**config.mk**
```make
export PLATFORM = sky130hd
export DESIGN_NAME = prefetch_issue_queue
export DESIGN_NICKNAME = d
export VERILOG_FILES = /design/src/rtl/prefetch_issue_queue_pkg.sv /design/src/rtl/prefetch_issue_queue_fifo.sv /design/src/rtl/prefetch_issue_queue.sv
export SDC_FILE = /design/constraint.sdc
export NUM_CORES = 1
export LEC_CHECK = 0
export ABC_CLOCK_PERIOD_IN_PS = 18500
export CAP_MARGIN = 20
export CORE_MARGIN = 2
export CORE_UTILIZATION = 65
export DETAILED_ROUTE_END_ITERATION = 8
export PLACE_DENSITY_LB_ADDON = 0.05
export SLEW_MARGIN = 20
export SYNTH_ARGS = -nofsm -noshare
export SYNTH_HDL_FRONTEND = slang
export SYNTH_SLANG_ARGS = --single-unit
```
**constraint.sdc**
```tcl
create_clock -name clock -period 18.5 [get_ports clock]
set_clock_uncertainty 0.2 [all_clocks]
set_input_delay 1.85 -clock clock [delete_from_list [all_inputs] [get_ports clock]]
set_output_delay 1.85 -clock clock [all_outputs]
set_load 0.01 [all_outputs]
```
**src/rtl/prefetch_issue_queue_pkg.sv**
```systemverilog
// Shared types and constants for the prefetch issue queue.
package prefetch_pkg;
  localparam int PF_ADDR_W = 32;
  localparam int CNT_W     = 16;

  typedef logic [PF_ADDR_W-1:0] addr_t;

  typedef enum logic {
    ISSUE_IDLE = 1'b0,
    ISSUE_REQ  = 1'b1
  } issue_state_t;
endpackage

```
**src/rtl/prefetch_issue_queue_fifo.sv**
```systemverilog
// Circular-buffer FIFO; push/pop take effect on the clock edge, head is readable combinationally.
// No internal protection: the caller must not push when full or pop when empty.
module prefetch_sync_fifo #(
  parameter int DEPTH = 8,
  parameter int WIDTH = 32
) (
  input  logic                     clock,
  input  logic                     reset,
  input  logic                     push,
  input  logic [WIDTH-1:0]         push_dat,
  input  logic                     pop,
  output logic [WIDTH-1:0]         pop_dat,
  output logic                     full,
  output logic                     empty,
  output logic [$clog2(DEPTH):0]   count
);
  localparam int AW = $clog2(DEPTH);

  logic [WIDTH-1:0] mem [DEPTH];
  logic [AW:0]      wr_ptr;
  logic [AW:0]      rd_ptr;

  // Pointers carry one extra wrap bit so full and empty stay distinguishable.
  assign count   = wr_ptr - rd_ptr;
  assign empty   = (wr_ptr == rd_ptr);
  assign full    = (wr_ptr[AW] != rd_ptr[AW]) && (wr_ptr[AW-1:0] == rd_ptr[AW-1:0]);
  assign pop_dat = mem[rd_ptr[AW-1:0]];

  always_ff @(posedge clock or negedge reset) begin
    if (!reset) begin
      wr_ptr <= '0;
      rd_ptr <= '0;
    end else begin
      if (push) wr_ptr <= wr_ptr + 1'b1;
      if (pop)  rd_ptr <= rd_ptr + 1'b1;
    end
  end

  always_ff @(posedge clock) begin
    if (push) mem[wr_ptr[AW-1:0]] <= push_dat;
  end
endmodule

```
**src/rtl/prefetch_issue_queue.sv**
```systemverilog
// Dedups strobed prefetch addresses, queues survivors and issues them over req/ack; strobe->req is 2 edges.
// No backpressure upstream: misses arriving at a full queue are dropped and counted.
module prefetch_issue_queue
  import prefetch_pkg::*;
#(
  parameter int DEPTH          = 8,
  parameter int FILTER_ENTRIES = 4,
  parameter int ADDR_W         = 32
) (
  input  logic                       clock,
  input  logic                       reset,
  input  logic [ADDR_W-1:0]          pf_addr_i,
  input  logic                       pf_strobe_i,
  input  logic                       flush_i,
  output logic                       mem_req_o,
  output logic [ADDR_W-1:0]          mem_addr_o,
  input  logic                       mem_ack_i,
  output logic [$clog2(DEPTH+1)-1:0] occupancy_o,
  output logic [CNT_W-1:0]           dup_count_o,
  output logic [CNT_W-1:0]           drop_count_o
);
  localparam int FIDX_W = (FILTER_ENTRIES > 1) ? $clog2(FILTER_ENTRIES) : 1;

  logic [ADDR_W-1:0]         filt_addr [FILTER_ENTRIES];
  logic [FILTER_ENTRIES-1:0] filt_vld;
  logic [FIDX_W-1:0]         filt_rr;
  logic                      hit;
  logic                      accept;
  logic                      fifo_full;
  logic                      fifo_empty;
  logic                      pop;
  logic [ADDR_W-1:0]         head_dat;
  issue_state_t              state_q;
  issue_state_t              state_d;

  always_comb begin
    hit = 1'b0;
    for (int i = 0; i < FILTER_ENTRIES; i++) begin
      if (filt_vld[i] && (filt_addr[i] == pf_addr_i)) hit = 1'b1;
    end
  end

  assign accept = pf_strobe_i && !hit && !fifo_full;

  // The accepted address is written after any same-edge flush, so it survives the flush.
  always_ff @(posedge clock or negedge reset) begin
    if (!reset) begin
      filt_vld <= '0;
      filt_rr  <= '0;
      for (int i = 0; i < FILTER_ENTRIES; i++) filt_addr[i] <= '0;
    end else begin
      if (flush_i) filt_vld <= '0;
      if (accept) begin
        filt_addr[filt_rr] <= pf_addr_i;
        filt_vld[filt_rr]  <= 1'b1;
        filt_rr            <= (filt_rr == FIDX_W'(FILTER_ENTRIES - 1)) ? '0 : filt_rr + 1'b1;
      end
    end
  end

  always_ff @(posedge clock or negedge reset) begin
    if (!reset) begin
      dup_count_o  <= '0;
      drop_count_o <= '0;
    end else begin
      if (pf_strobe_i && hit && (dup_count_o != '1))
        dup_count_o <= dup_count_o + 1'b1;
      if (pf_strobe_i && !hit && fifo_full && (drop_count_o != '1))
        drop_count_o <= drop_count_o + 1'b1;
    end
  end

  prefetch_sync_fifo #(
    .DEPTH (DEPTH),
    .WIDTH (ADDR_W)
  ) u_fifo (
    .clock    (clock),
    .reset    (reset),
    .push     (accept),
    .push_dat (pf_addr_i),
    .pop      (pop),
    .pop_dat  (head_dat),
    .full     (fifo_full),
    .empty    (fifo_empty),
    .count    (occupancy_o)
  );

  always_ff @(posedge clock or negedge reset) begin
    if (!reset) begin
      state_q    <= ISSUE_IDLE;
      mem_addr_o <= '0;
    end else begin
      state_q <= state_d;
      if (pop) mem_addr_o <= head_dat;
    end
  end

  always_comb begin
    state_d = state_q;
    pop     = 1'b0;
    case (state_q)
      ISSUE_IDLE: begin
        if (!fifo_empty) begin
          pop     = 1'b1;
          state_d = ISSUE_REQ;
        end
      end
      ISSUE_REQ: begin
        if (mem_ack_i) begin
          if (!fifo_empty) pop = 1'b1;
          else             state_d = ISSUE_IDLE;
        end
      end
      default: state_d = ISSUE_IDLE;
    endcase
  end

  assign mem_req_o = (state_q == ISSUE_REQ);
endmodule
```
**Word-level counts from Yosys, hierarchy flattened**

Memory sizes are Yosys's and may differ from the RTL's. A register that Yosys moved wholly into a read port is not among the register bits.
Index checks and enable logic that the tools add are counted.

- Flip-flop bits (word level): 175
- Memory bits (writable): 256
- Input bits: 37
- Output and inout port bits: 69
- Word-level logic and storage cells: 70
- Memories kept: 1

Memories:

| name | words | width | read ports | clocked after memory_dff | write ports | RTL line | source |
|---|---|---|---|---|---|---|---|
| u_fifo.mem | 8 | 32 | 1 | 1 | 1 | prefetch_issue_queue_fifo.sv:19 | `logic [WIDTH-1:0] mem [DEPTH];` |

- Add/sub/neg operators: 6
- Order comparisons: 4
- Eq/ne operators: 10
- Multiplexer cells: 19
- Bitwise logic cells: 3
- Reductions and logical operators: 16

Operators by type and width:

| cell | count |
|---|---|
| $bwmux 128 | 1 |
| $eq 32x32->1 | 4 |
| $demux 32 s2 | 1 |
| $add 16x1->16 const B | 2 |
| $mux 32 | 1 |
| $ne 16x16->1 const B | 2 |
| $logic_and 1x1->1 | 13 |
| $mux 1 | 10 |
| $add 4x1->4 const B | 2 |
| $mux 4 | 2 |
| $eq 4x4->1 | 1 |
| $or 4x4->4 | 1 |
| $pmux 1 s2 | 2 |
| $sub 4x4->4 | 1 |
| $eq 3x3->1 | 1 |
| $ge 3x3->1 const B | 1 |
| $logic_not 1->1 | 3 |
| $lt 2x3->1 const B | 1 |
| $lt 3x1->1 const B | 1 |
| $not 2->3 | 1 |
| $add 2x1->2 const B | 1 |
| $demux 1 s2 | 1 |
| $eq 2x2->1 const B | 1 |
| $ge 2x1->1 const B | 1 |
| 3 further kinds | 3 |

**Logic depth before layout (Yosys ltp)**

- Depth after elaboration: 11
- Depth in mapped cells: 12
- Depth with buffers taken out: 9

**Modules after synthesis**

A second synthesis with hierarchy kept.

- Cells, all modules: 1,224
- Area total of the unflattened synthesis: 19,885.3 um2

Modules (own cells, without submodules):

| module | instances | cells an instance | area an instance (um2) | seq. area each (um2) |
|---|---|---|---|---|
| prefetch_sync_fifo | 1 | 491 | 10,117.2 | 7,887.6 |
| prefetch_issue_queue | 1 | 733 | 9,768.1 | 4,979.8 |

**Worst setup path before layout**

Ideal clock, no wire load.

- Path kind: input to register
- Start point: in pf_addr_i[21]
- End point: mem u_fifo.mem[2][0], enable pin
- Setup time: 0.513 ns
- Arrival: 6.385 ns
- Data required time: 17.787 ns
- Slack: 11.402 ns
- Cell stages on the path: 9
- Buffers on the path: 2
- Cell sequence: buf_2 -> inv_1 -> o22ai_1 -> nor4_1 -> nand4_1 -> nand4_1 -> nor2_1 -> clkbuf_1 -> nor4b_1

- Word-level cells in the longest chain between the ends: 11
- Elaborated cells between the ends (all ways): 17
- Classes of those cells: 4 x eq/ne; 6 x mux; 7 x reduce/logical

RTL lines:

| element | RTL line | source |
|---|---|---|
| start, declared | prefetch_issue_queue.sv:12 | `input logic [ADDR_W-1:0] pf_addr_i,` |
| $eq 32x32->1 | prefetch_issue_queue.sv:39 | `if (filt_vld[i] && (filt_addr[i] == pf_addr_i)) hit = 1'b1;` |
| $logic_and 1x1->1 | prefetch_issue_queue.sv:39 |  |
| $mux 1 (3 in a row) | prefetch_issue_queue.sv:39 |  |
| $mux 1 * | prefetch_issue_queue.sv:39 |  |
| $logic_not 1->1 * | prefetch_issue_queue.sv:43 | `assign accept = pf_strobe_i && !hit && !fifo_full;` |
| $logic_and 1x1->1 * (2 in a row) | prefetch_issue_queue.sv:43 |  |
| $mux 1 * | prefetch_issue_queue_fifo.sv:40 | `if (push) mem[wr_ptr[AW-1:0]] <= push_dat;` |
| $mux 1 (not written as such) * | prefetch_issue_queue_fifo.sv:40 |  |
| end, declared | prefetch_issue_queue_fifo.sv:19 |  |

Every way passes the cells marked *; elsewhere a longest branch is shown, timed or not.

**Worst setup path in the final report**

- Start point: in pf_addr_i[28]
- End point: mem u_fifo.mem[4][20], enable pin

Same word-level chain as after synthesis.

==> impl_results.md <==
* Vias per cell at 6.08
* First-pass GRT wire length at 66,400 um
* Instance area at placement at 21,200 um2
* Most frequent cell after synthesis: edfxtp_1
* Ys async rst share at 0.447
* Synth area leader: edfxtp_1
* Synth Area per Inst at 16.9 um2
* Initial Utilization at 0.660
* Post-Synthesis Cells at 1,192
* Post-synth top area share at 0.381
* CP startpoint: pf_addr_i[28]
* Worst Setup Path Type: in -> reg
* R2r startpoint: u_fifo.rd_ptr[2]$_DFFE_PN0P_
* Ys flop type: edfxtp_1
* Worst-Skew Late Latency at 0.55 ns
* Port bufs at 105
* CTS tree: yes
* Count of cell types in the netlist at 48
* Final worst-path cycle share at 0.316
* Number of global-route vias before repair at 11.1k
* Outcome: completed
* EDFF count, synth at 256
* TritonCTS Buffers at 47
* Combinational power share at 0.334
* Maxcap violations at 0
* Final wirelength at 42,300 um
* Cells along the critical path: clkdlybuf4s50_1 > xnor2_1 > nand4_1 > nor4_1 > nand4_1 > nand4_1 > buf_4 > nor2_1 > and4_1 > buf_4
* Crit Path Max Fanout at 33
* I/O pin cnt at 106
* Critical Path AT at 5.86 ns
* Initial antenna violation count at 0
* Clock sinks at 463
* RSZ-0062 raised after global routing: no
* CTS root buffer: clkbuf_16
* Pwr dens at 164 nW/um2
* CTS H-tree lvls at 2
* Die outline height at 180 um
* Peak supply drop at 0.107 mV
* Critical path required time at 18.52 ns
* Slew @ Worst Pin at 0.995 ns
* Worst path bufs/invs at 3
* Final core utilization at 0.744
* All-Layer GR Usage at 0.268
* Grt total ovfl at 0
* Most used cell along the critical path: nand4_1
* DP HPWL at 26,100 um
* Hold_buf cts at 0
* 1st-iter DRT viols at 905
* Yosys Warn Count at 0
* Cell area after synthesis at 20,200 um2
* RePlAce Congestion at 0.835
* NetSw at 1.13 mW
* Post-Synthesis Net Count at 1,241
* Routed Antenna Nets at 0
* Share of cells above drive strength 1 at 0.229
* Worst slew margin at 0.336
* Internal power at 2.61 mW
* Top post-synthesis cells by count: edfxtp_1 (256), dfrtp_1 (207), xnor2_1 (130)
* Vias after detailed routing at 10.5k
* Fmax at 171 MHz
* Final Hold Fails at 0
* Clock Power Share at 0.246
* Final setup fails at 0
* CORE AREA at 30,600 um2
* Die Area at 32,500 um2
* Sequential element share of the synthesized area at 0.638
* Slowest cell delay on critical path at 1.07 ns
* Top cells by area, synth: edfxtp_1 (38%), dfrtp_1 (26%), mux2_4 (8.6%), mux4_2 (7.1%), xnor2_1 (5.6%)
* Final Critical Period at 5.85 ns
* Hold Crit Class: reg -> reg
* Design area at 22,800 um2
* Post_cts resized at 0
* CP Launch Type: input pin
* Area growth syn-to-layout at 12.9%
* Num rows at 64
* Overall die width at 180 um
* Deepest clock path buffer count at 3
* Sequential share of power at 0.420
* Clock-pin slew on the worst setup and hold paths at 0.06 ns
* Hold_sp: mem_addr_o[16]$_DFFE_PN0P_
* Router iterations before antenna repair at 5
* Slew Viols, Final at 0
* Routed length per placed instance at 24.6 um
* Sw frac at 0.303
* Setup TNS Final at 0 ns
* N_diodes at 0
* Crit path max-delay family: simple AND/OR/NAND/NOR gates
* DRC errors left at 0
* Largest net degree at the start of global routing at 75
* Buffer count from post-CTS setup fixing at 0
* Seq cells post-synth at 463
* Crit. End Element: flip-flop
* Fin nets at 1,336
* Worst path slowest cell: clkdlybuf4s50_1
* Pleak at 8.83 nW
## cells by family after synthesis
group	Yosys count	synth area share
and+or+nand+nor	176	0.0507
xor gates and xnor gates	159	0.0690
buffers and inverters	102	0.0369
DFF	463	0.638
adders and majority gates	12	0.00781
AOI/OAI and AO/OA	51	0.0146
muxes	229	0.183
## final cells by class
class	instances	area [um2]
flip-flops and latches	463	12900
fillers	1869	7820
multi-input cells	627	6600
clock buffers	65	1330
repair buffers	124	1200
well taps	396	495
clock inverters	23	184
inverters	24	90.1
## per-layer routing
layer | up-vias | track usage | share of wire
met4 | 0 | 0.0587 | 0.018
met5 | - | 0 | 0
met3 | 57 | 0.0453 | 0.056
met1 | 5500 | 0.393 | 0.44
met2 | 306 | 0.432 | 0.49
li1 | 4606 | - | -
## worst register-to-register path: stages, from the launching register on
cell and delay [ns]:
dfrtp_1 0.41, inv_2 0.05, buf_4 0.56, ha_1 0.40, nand3_1 0.17, nand2b_1 0.47, nand2_1 0.23, nor2_1 0.63
and4_1 0.89, buf_4 0.44
## registers in the layout (all words and copies together), names as in the netlist
signal,cells
filt_addr,128
filt_rr,2
u_fifo.wr_ptr,4
mem_addr_o,32
filt_vld,4
mem_req_o,1
u_fifo.rd_ptr,4
u_fifo.mem,256
drop_count_o,16
dup_count_o,16
## cells in the final DEF (no fill, tap or decap), types with 4 or more instances in the layout
cell and instances:
and2_1 4, and3_1 11, and4_1 4, buf_4 19
clkbuf_1 12, clkbuf_16 49, clkbuf_8 4, clkdlybuf4s50_1 104
clkinv_1 9, clkinv_2 6, dfrtp_1 205, edfxtp_1 256
ha_1 11, inv_1 23, mux2_2 16, mux2_4 116
mux2i_1 32, mux4_2 64, nand2_1 48, nand3_1 19
nand4_1 38, nand4_4 4, nor2_1 12, nor3_1 12
nor4_1 7, nor4_2 4, o21ai_0 39, xnor2_1 130
xor2_1 29
## path summary, 6_finish.rpt
path	slack, ns	depth (start not counted)	to
min in group asynchronous	1.04	1	mem_addr_o[11]$_DFFE_PN0P_
min reg2reg	0.28	2	mem_addr_o[16]$_DFFE_PN0P_
max in group asynchronous	15.63	2	u_fifo.rd_ptr[1]$_DFFE_PN0P_
max	12.65	10	u_fifo.mem[4][20]$_DFFE_PP_
max reg2reg	13.72	9	u_fifo.mem[4][20]$_DFFE_PP_
min	0.28	2	mem_addr_o[16]$_DFFE_PN0P_
## per-stage QoR
stage / std cells / hold slack [ns] / worst slack (ns) / power, mW
after floorplan: 1192 / 0.260 / 11.40 / 2.47
after CTS: 1722 / 0.283 / 12.71 / 3.77
after global routing: 1722 / 0.302 / 12.33 / 3.92
after detailed placement: 1634 / 0.269 / 12.14 / 2.84
final: 1722 / 0.277 / 12.65 / 3.74
after global placement: 1634 / 0.262 / 12.16 / 2.81
## power groups by stage
stage          sequential, mW  clock (mW)  combinational [mW]
2_1_floorplan            1.55           0               0.918
3_3_place_gp             1.57           0                1.24
3_5_place_dp             1.58           0                1.25
4_1_cts                  1.57       0.935                1.26
5_1_grt                  1.60       0.974                1.34
6_report                 1.57       0.920                1.25
Note: power is estimated with default switching activity, not from simulation.
==> RTL change (same settings) <==
Change the package constant `CNT_W` from 16 to 12.
--- a/src/rtl/prefetch_issue_queue_pkg.sv
+++ b/src/rtl/prefetch_issue_queue_pkg.sv
@@ -1,7 +1,7 @@
 // Shared types and constants for the prefetch issue queue.
 package prefetch_pkg;
   localparam int PF_ADDR_W = 32;
-  localparam int CNT_W     = 16;
+  localparam int CNT_W     = 12;
 
   typedef logic [PF_ADDR_W-1:0] addr_t;
 
Interface: changed (resized drop_count_o and dup_count_o); port bits go from 106 to 98. No check against the original RTL was run, so the function may have changed too.
==> RTL change against the original RTL <==
Total power shrank 2.9%. Routed wire length shrank 3.3%. Sequential share of layout area grew 0.33 points. Critical path depth shrank 1. Sequential cell count shrank 8. Final area shrank 2.1%. Area after synthesis shrank 3.6%. Count of clock-buffer cells in the layout grew 3. Worst setup slack gained 0.29 ns. Critical endpoint is now u_fifo.mem[1][8]$_DFFE_PP_. Largest cell class unchanged. Largest power group unchanged. Highest routed layer unchanged.
==> RTL change: results (changes against the original RTL) <==
* CP Max Fanout at 32 (-3.0%)
* R2R cell count at 8 (-1)
* Place WS at 12.25 ns (+0.105 ns)
* Global-route wire length before repair at 62800 um (-5.5%)
* Crit path DAT at 5.53 ns (-0.33 ns)
* Fill cells at 1807 (-3.3%)
* Hold Startpoint: mem_addr_o[23]$_DFFE_PN0P_
* Family with the most delay on the worst path: buffers and inverters
* Footprint of the multi-input gates at 6310 um2 (-4.4%)
* Port Buffer Count at 97 (-7.6%)
* CTS Buf Count at 46 (-2.1%)
* Post-synth ARST share at 43.7% (-0.97 points)
* Peak supply drop at 98.9 uV (-7.5%)
* Reg-to-Reg Start: filt_addr[102]$_DFFE_PN0P_
* Status: complete, no violations
* Seq cells post-synth at 455 (-1.7%)
* Worst reg-to-reg setup slack at 14.86 ns (+1.14 ns)
* Routed vias at 10524 (+0.53%)
* Post-synth top cells: edfxtp_1, dfrtp_1, mux2_2
* DP Cell Count at 1629 (-0.31%)
* Total GRT Usage at 26.9% (+0.087 points)
* Hpwl dp at 24400 um (-6.8%)
* Layout cell share with drive strength beyond 1 at 23.3% (+0.47 points)
* Reg2reg end: u_fifo.mem[1][8]$_DFFE_PP_
* CLK BUF at 68 (+4.6%)
-- RTL change: cell count changes after synthesis, sizes merged, moves of 3 or more --
cell,change
inv,-5
nor4,+35
buf,-5
dfrtp,-8
nor3,-7
xnor2,-90
nand4,-16
and2,-4
nand2,+3
xor2,+87
nor4b,+6
and3,+3
-- RTL change: metal layers --
layer	vias to the layer above	track usage (%)	wire, um
li1	4684	-	-
met5	-	0	0
met1	5476	38.0	17300
met3	52	2.88	1990
met2	312	45.2	20700
met4	0	7.75	931
-- RTL change: kinds of logic after synthesis --
group,Yosys count,share of synthesized area [%]
flip-flops,455,65.1
multiplexers,231,16.9
AND/OR/NAND/NOR,197,5.90
XOR/XNOR,156,7.03
buffers and inverters,94,2.68
AO/OA/AOI/OAI,51,1.57
adder cells (fa/ha/maj),12,0.811
-- RTL change: report_power, final --
group          switching [uW]  internal [uW]
logic                     568            575
registers                 177           1370
clock network             377            563
total                    1120           2510
